### src/rtl/mem_port_arbiter_pkg.sv
// Shared definitions for the memory port arbiter: FSM state encoding,
// default bus widths and grant-source constants.
package mem_port_arbiter_pkg;

  typedef enum logic [1:0] {
    IDLE   = 2'd0,
    BUSY_F = 2'd1,
    BUSY_D = 2'd2
  } arb_state_e;

  localparam int ADDR_W_DEF = 16;
  localparam int DATA_W_DEF = 16;

  localparam logic GNT_FETCH = 1'b0;
  localparam logic GNT_DATA  = 1'b1;

endpackage

### src/rtl/mem_arb_streak_ctr.sv
// Saturating count of consecutive data grants made while fetch waits;
// at_max tells the arbiter to let fetch through next.
module mem_arb_streak_ctr #(
  parameter int MAX = 4
) (
  input  logic clk,
  input  logic rst,
  input  logic clr,
  input  logic inc,
  output logic at_max
);

  localparam logic [3:0] MAX_L = 4'(MAX);

  logic [3:0] cnt_q, cnt_d;

  always_comb begin
    cnt_d = cnt_q;
    if (clr) begin
      cnt_d = 4'd0;
    end else if (inc && (cnt_q != MAX_L)) begin
      cnt_d = cnt_q + 4'd1;
    end
  end

  always_ff @(posedge clk) begin
    if (rst) begin
      cnt_q <= 4'd0;
    end else begin
      cnt_q <= cnt_d;
    end
  end

  assign at_max = (cnt_q == MAX_L);

endmodule

### src/rtl/mem_port_arbiter.sv
// Single-port memory arbiter between instruction fetch and data access.
// Optional perf counters are built when MEM_PORT_ARBITER_PERF_EN is defined.
module mem_port_arbiter
  import mem_port_arbiter_pkg::*;
#(
  parameter int ADDR_W          = ADDR_W_DEF,
  parameter int DATA_W          = DATA_W_DEF,
  parameter int MAX_DATA_STREAK = 4
) (
  input  logic              clk,
  input  logic              rst,
  input  logic              fetch_req,
  input  logic [ADDR_W-1:0] fetch_addr,
  input  logic              flush,
  output logic              fetch_ack,
  output logic              fetch_valid,
  output logic [DATA_W-1:0] fetch_rdata,
  input  logic              data_req,
  input  logic              data_we,
  input  logic [ADDR_W-1:0] data_addr,
  input  logic [DATA_W-1:0] data_wdata,
  output logic              data_ack,
  output logic [DATA_W-1:0] data_rdata,
  output logic              mem_req,
  output logic              mem_we,
  output logic [ADDR_W-1:0] mem_addr,
  output logic [DATA_W-1:0] mem_wdata,
  input  logic              mem_ack,
  input  logic [DATA_W-1:0] mem_rdata
`ifdef MEM_PORT_ARBITER_PERF_EN
  ,
  output logic [31:0]       perf_fetch_grants,
  output logic [31:0]       perf_data_grants,
  output logic [31:0]       perf_conflict_cycles
`endif
);

  arb_state_e state_q, state_d;

  logic              mem_req_q, mem_req_d;
  logic              mem_we_q, mem_we_d;
  logic [ADDR_W-1:0] mem_addr_q, mem_addr_d;
  logic [DATA_W-1:0] mem_wdata_q, mem_wdata_d;
  logic              fetch_ack_q, fetch_ack_d;
  logic              fetch_valid_q, fetch_valid_d;
  logic [DATA_W-1:0] fetch_rdata_q, fetch_rdata_d;
  logic              data_ack_q, data_ack_d;
  logic [DATA_W-1:0] data_rdata_q, data_rdata_d;
  logic              discard_q, discard_d;

  logic is_idle, gnt_data, gnt_fetch, gnt_src, streak_at_max;

  // Data wins unless fetch has already waited out a full streak.
  assign is_idle   = (state_q == IDLE);
  assign gnt_data  = is_idle && data_req && !(fetch_req && streak_at_max);
  assign gnt_fetch = is_idle && !gnt_data && fetch_req && !flush;
  assign gnt_src   = gnt_data ? GNT_DATA : GNT_FETCH;

  mem_arb_streak_ctr #(
    .MAX (MAX_DATA_STREAK)
  ) u_streak (
    .clk    (clk),
    .rst    (rst),
    .clr    (gnt_fetch || (is_idle && !fetch_req)),
    .inc    (gnt_data && fetch_req),
    .at_max (streak_at_max)
  );

  always_ff @(posedge clk) begin
    if (rst) begin
      state_q <= IDLE;
    end else begin
      state_q <= state_d;
    end
  end

  always_comb begin
    state_d = state_q;
    case (state_q)
      IDLE: begin
        if (gnt_data)       state_d = BUSY_D;
        else if (gnt_fetch) state_d = BUSY_F;
      end
      BUSY_F:  if (mem_ack) state_d = IDLE;
      BUSY_D:  if (mem_ack) state_d = IDLE;
      default: state_d = IDLE;
    endcase
  end

  always_comb begin
    mem_req_d     = mem_req_q;
    mem_we_d      = mem_we_q;
    mem_addr_d    = mem_addr_q;
    mem_wdata_d   = mem_wdata_q;
    fetch_ack_d   = 1'b0;
    fetch_valid_d = 1'b0;
    fetch_rdata_d = fetch_rdata_q;
    data_ack_d    = 1'b0;
    data_rdata_d  = data_rdata_q;
    discard_d     = discard_q;
    case (state_q)
      IDLE: begin
        if (gnt_data || gnt_fetch) begin
          mem_req_d = 1'b1;
          if (gnt_src == GNT_DATA) begin
            mem_we_d    = data_we;
            mem_addr_d  = data_addr;
            mem_wdata_d = data_wdata;
          end else begin
            mem_we_d   = 1'b0;
            mem_addr_d = fetch_addr;
          end
        end
      end
      BUSY_F: begin
        if (flush) discard_d = 1'b1;
        // A flush landing on the completion cycle still invalidates the fetch.
        if (mem_ack) begin
          mem_req_d     = 1'b0;
          fetch_ack_d   = 1'b1;
          fetch_valid_d = !(discard_q || flush);
          fetch_rdata_d = mem_rdata;
          discard_d     = 1'b0;
        end
      end
      BUSY_D: begin
        if (mem_ack) begin
          mem_req_d    = 1'b0;
          data_ack_d   = 1'b1;
          data_rdata_d = mem_rdata;
        end
      end
      default: mem_req_d = 1'b0;
    endcase
  end

  always_ff @(posedge clk) begin
    if (rst) begin
      mem_req_q     <= 1'b0;
      mem_we_q      <= 1'b0;
      mem_addr_q    <= '0;
      mem_wdata_q   <= '0;
      fetch_ack_q   <= 1'b0;
      fetch_valid_q <= 1'b0;
      fetch_rdata_q <= '0;
      data_ack_q    <= 1'b0;
      data_rdata_q  <= '0;
      discard_q     <= 1'b0;
    end else begin
      mem_req_q     <= mem_req_d;
      mem_we_q      <= mem_we_d;
      mem_addr_q    <= mem_addr_d;
      mem_wdata_q   <= mem_wdata_d;
      fetch_ack_q   <= fetch_ack_d;
      fetch_valid_q <= fetch_valid_d;
      fetch_rdata_q <= fetch_rdata_d;
      data_ack_q    <= data_ack_d;
      data_rdata_q  <= data_rdata_d;
      discard_q     <= discard_d;
    end
  end

  assign mem_req     = mem_req_q;
  assign mem_we      = mem_we_q;
  assign mem_addr    = mem_addr_q;
  assign mem_wdata   = mem_wdata_q;
  assign fetch_ack   = fetch_ack_q;
  assign fetch_valid = fetch_valid_q;
  assign fetch_rdata = fetch_rdata_q;
  assign data_ack    = data_ack_q;
  assign data_rdata  = data_rdata_q;

`ifdef MEM_PORT_ARBITER_PERF_EN
  logic [31:0] pf_fetch_q, pf_fetch_d, pf_data_q, pf_data_d, pf_conf_q, pf_conf_d;

  // Both requesters high always means one of them is waiting.
  always_comb begin
    pf_fetch_d = pf_fetch_q + {31'd0, gnt_fetch};
    pf_data_d  = pf_data_q + {31'd0, gnt_data};
    pf_conf_d  = pf_conf_q + {31'd0, (fetch_req && data_req)};
  end

  always_ff @(posedge clk) begin
    if (rst) begin
      pf_fetch_q <= '0;
      pf_data_q  <= '0;
      pf_conf_q  <= '0;
    end else begin
      pf_fetch_q <= pf_fetch_d;
      pf_data_q  <= pf_data_d;
      pf_conf_q  <= pf_conf_d;
    end
  end

  assign perf_fetch_grants    = pf_fetch_q;
  assign perf_data_grants     = pf_data_q;
  assign perf_conflict_cycles = pf_conf_q;
`endif

endmodule

### config.mk
export PLATFORM = sky130hd
export DESIGN_NAME = mem_port_arbiter
export DESIGN_NICKNAME = d
export VERILOG_FILES = /design/src/rtl/mem_port_arbiter_pkg.sv /design/src/rtl/mem_arb_streak_ctr.sv /design/src/rtl/mem_port_arbiter.sv
export SDC_FILE = /design/constraint.sdc
export NUM_CORES = 1
export LEC_CHECK = 0
export ABC_AREA = 1
export CORE_ASPECT_RATIO = 1.25
export CORE_MARGIN = 3
export CORE_UTILIZATION = 45
export DETAILED_ROUTE_END_ITERATION = 16
export DONT_BUFFER_PORTS = 1
export PLACE_DENSITY = 0.62
export SETUP_SLACK_MARGIN = 0.5
export SLEW_MARGIN = 25
export SYNTH_ARGS = -nofsm -noshare
export SYNTH_HDL_FRONTEND = slang
export SYNTH_SLANG_ARGS = --single-unit
### constraint.sdc
create_clock -name clk -period 1.7 [get_ports clk]
set_clock_uncertainty 0.2 [all_clocks]
set_input_delay 0.51 -clock clk [delete_from_list [all_inputs] [get_ports clk]]
set_output_delay 0.51 -clock clk [all_outputs]
set_load 0.005 [all_outputs]
==> summary.txt, run 1 <==
Place
  – Post-DP HPWL: between 5 and 6 mm
  – GP Congestion: 0.744
  – Post-Place Cells: between 400 and 500
  – Input/output buffers: 0
  – DP Area: around 0.0032 mm2
  – Worst setup slack before clock tree synthesis: approximately 0.043 ns

Critical path
  – Arrival @ worst endpoint: around 1.6 ns
  – Critical setup path kind: flop to flop
  – Worst Path Max Fanout: 10
  – Type of element capturing the critical path: flop
  – Crit path launch type: flop
  – CP Data Required Time: 1.74 ns

Synth
  – Post-synthesis cell count: approximately 400
  – Flops & latches, synth: between 70 and 80
  – Mapped Nets: between 400 and 500
  – Number of different library cells in the post-synthesis netlist: 22
  – Area of the mapped netlist: between 0.002 and 0.003 mm2
  – Post-Syn Area per Cell: 7.55 um2
  – Synth Warn #: 0
  – Sequential element share of the synthesized area: 51.0%

Cells and area
  – Leading cell types in the layout, fill and taps excluded: nor2_1, nand2_1, dfxtp_2
  – Share of cells above drive strength 1: between 30% and 40%
  – Diode count: 0
  – Area growth, synth to finish: 31.0%
  – Final #Nets: approximately 490
  – Design Area, Final: slightly below 0.004 mm2
  – Core occupancy in the finished layout: between 60% and 70%
  – Most common cell after layout, fill and taps aside: nor2_1
  – Number of standard cells in the final layout excluding fillers: about 510
  – Filler cell count: approximately 580

Clock tree
  – H-tree Lvls: 3
  – Clock insertion delay at the later pin of the skew report: between 0.3 and 0.4 ns
  – Clock Sinks: between 70 and 80
  – TritonCTS clock tree: built
  – Maximum number of buffers from clock root to sink: 2
  – Clock root cell: clkbuf_8
  – Clock Pin Slew Worst Setup and Hold Paths: about 0.080 ns
  – Number of buffers added by the clock tree synthesis step: 9

STA
  – Max-Slew Margin vs Limit: 84.6%
  – Max-slew violation count: 0
  – Hold Slack: 0.0262 ns
  – Maximum frequency from static timing analysis: around 640 MHz
  – Worst Setup Slack, final: 0.137 ns
  – Least-Margin Pin Slew: between 0.2 and 0.25 ns
  – Period Utilization, post-route: about nine tenths
  – Final total negative setup slack: 0 ns
  – Finish-stage setup viols: 0
  – Shortest clock period the worst path allows after layout: between 1.5 and 2 ns
  – Number of hold violations in the final report: 0
  – Unrepaired setup endpoints after global routing: true

Floorplan
  – Starting density of the core: around 47%
  – Die height: a little under 100 um
  – I/O pin total: 140
  – Die Width: a little under 80 um
  – Full die area: 0.00764 mm2
  – Row count: 32
  – Area of the core region: 0.00629 mm2

Outcome
  – Status: finished clean

Global routing
  – Number of antenna violations at the first check in global routing: 0
  – Via count of the first global-routing pass: ~2,500
  – Leftover overflow at the end of global routing: 0
  – Global-route wire length before repair: 12.3 mm
  – Pin count of the biggest net entering global routing: 34
  – Overall Global Routing Usage: between 20% and 30%

Route
  – DRC violation count after routing: 0
  – Number of iterations in the first detailed-routing pass: 6
  – Vias per Instance: around 5.3
  – Vias after detailed routing: roughly 2,700
  – Antenna Violating Nets Remaining: 0
  – Routed len/inst: between 15 and 20 um
  – Post-Route WL: around 8.2 mm
  – Number of DRC violations after detailed-routing iteration 0: 93

Pwr
  – Overall power of the completed layout: 4.31 mW
  – Worst IR drop on VDD: between 600 and 700 uV
  – Power per cell area: approximately 1100 mW/mm2
  – Leakage: around 1.7 nW

Min path
  – Type of the worst min-delay path: input pin to flop

Flow run
  – Max-Cap Viols: 0
==> layer usage <==
metal  wire, um  GRT usage, %
met1       3320          23.5
met2       3980          32.8
met3        696          7.08
met4        169          9.42
met5          0             0
==> worst max-delay path: stages, from the launching register on <==
cell	delay [ns]
dfxtp_2	0.34
inv_2	0.08
ha_4	0.15
nand2_4	0.06
inv_8	0.08
nand2_8	0.11
clkbuf_16	0.19
nand2_1	0.06
nand2_1	0.05
nor2_1	0.09
nor2_1	0.04
==> cell usage after synthesis <==
master    number  area [um2]
nand2_4        2        22.5
nor2_2         2        12.5
inv_2          2        7.51
dfxtp_1       76        1520
nand3_1       20         100
inv_1         22        82.6
nand2_2        1        6.26
buf_4          4        30.0
ha_1           5        62.6
xor2_1         1        8.76
o21ai_0       49         245
buf_6          3        33.8
clkbuf_1       5        18.8
nand4_1        3        18.8
o21ai_1       11        55.1
nor2_1        81         304
a21oi_1       19        95.1
buf_2          7        35.0
nand2_1       79         297
nand4_2        1        12.5
inv_4          1        6.26
nor3_1         1        5.00
==> timing repair <==
| item | in CTS | in global routing |
|---|---|---|
| hold endpoints to repair | 0 | 0 |
| setup endpoints to repair | 144 | 144 |
| setup buffers | 7 | 5 |
| gates resized for setup | 101 | 31 |
| hold buffers | 0 | 0 |
| pin swaps | 2 | 3 |
| gates cloned | 4 | 7 |
==> registers in the layout, summed over array words and instances, names as in the netlist, 2 cells and up <==
| name | flops |
|---|---|
| data_rdata | 16 |
| fetch_rdata | 16 |
| mem_addr | 16 |
| mem_wdata | 16 |
| state_q | 2 |
| u_streak.cnt_q | 4 |
==> power breakdown <==
group	internal [mW]	switching, mW	total (mW)
clock network	0.880	0.697	1.58
logic	0.277	0.395	0.672
registers	1.95	0.113	2.06
total	3.10	1.21	4.31
==> logic make-up (layout without fill, tap and decap cells) <==
kind of cell	Yosys count	in the layout	share of synthesized area [%]
and+or+nand+nor	190	192	26.1
buffers and inverters	44	69	7.18
adders and majority gates	5	5	2.10
DFF	76	76	51.0
AOI/OAI and AO/OA	79	79	13.3
xor gates and xnor gates	1	1	0.294
==> layout make-up <==
cell class / instances / area, um2 / area share [%]
clock buffer: 10 / 138 / 3.53
tap: 85 / 106 / 2.72
clock inverter: 6 / 93.8 / 2.40
timing repair inverter: 5 / 46.3 / 1.19
multi-input combinational: 277 / 1460 / 37.4
sequential: 76 / 1620 / 41.4
inverter: 25 / 134 / 3.43
timing repair buffer: 23 / 312 / 7.98
==> worst paths after layout <==
| path | startpoint | end | slack (ns) | cells past startpoint |
|---|---|---|---|---|
| setup / recovery | state_q[1] | mem_addr[0] | 0.14 | 10 |
| hold / removal | rst | mem_we | 0.03 | 1 |
| setup reg to reg | state_q[1] | mem_addr[0] | 0.14 | 10 |
| hold reg to reg | discard_q | fetch_valid | 0.23 | 1 |
Power figures use the tool's default switching activity.
==> inputs of run 2 (changes only) <==
- CAP_MARGIN: unset -> 15
==> results of run 2 <==
No change in the layout: final DEF, timing and power equal those of run 1.
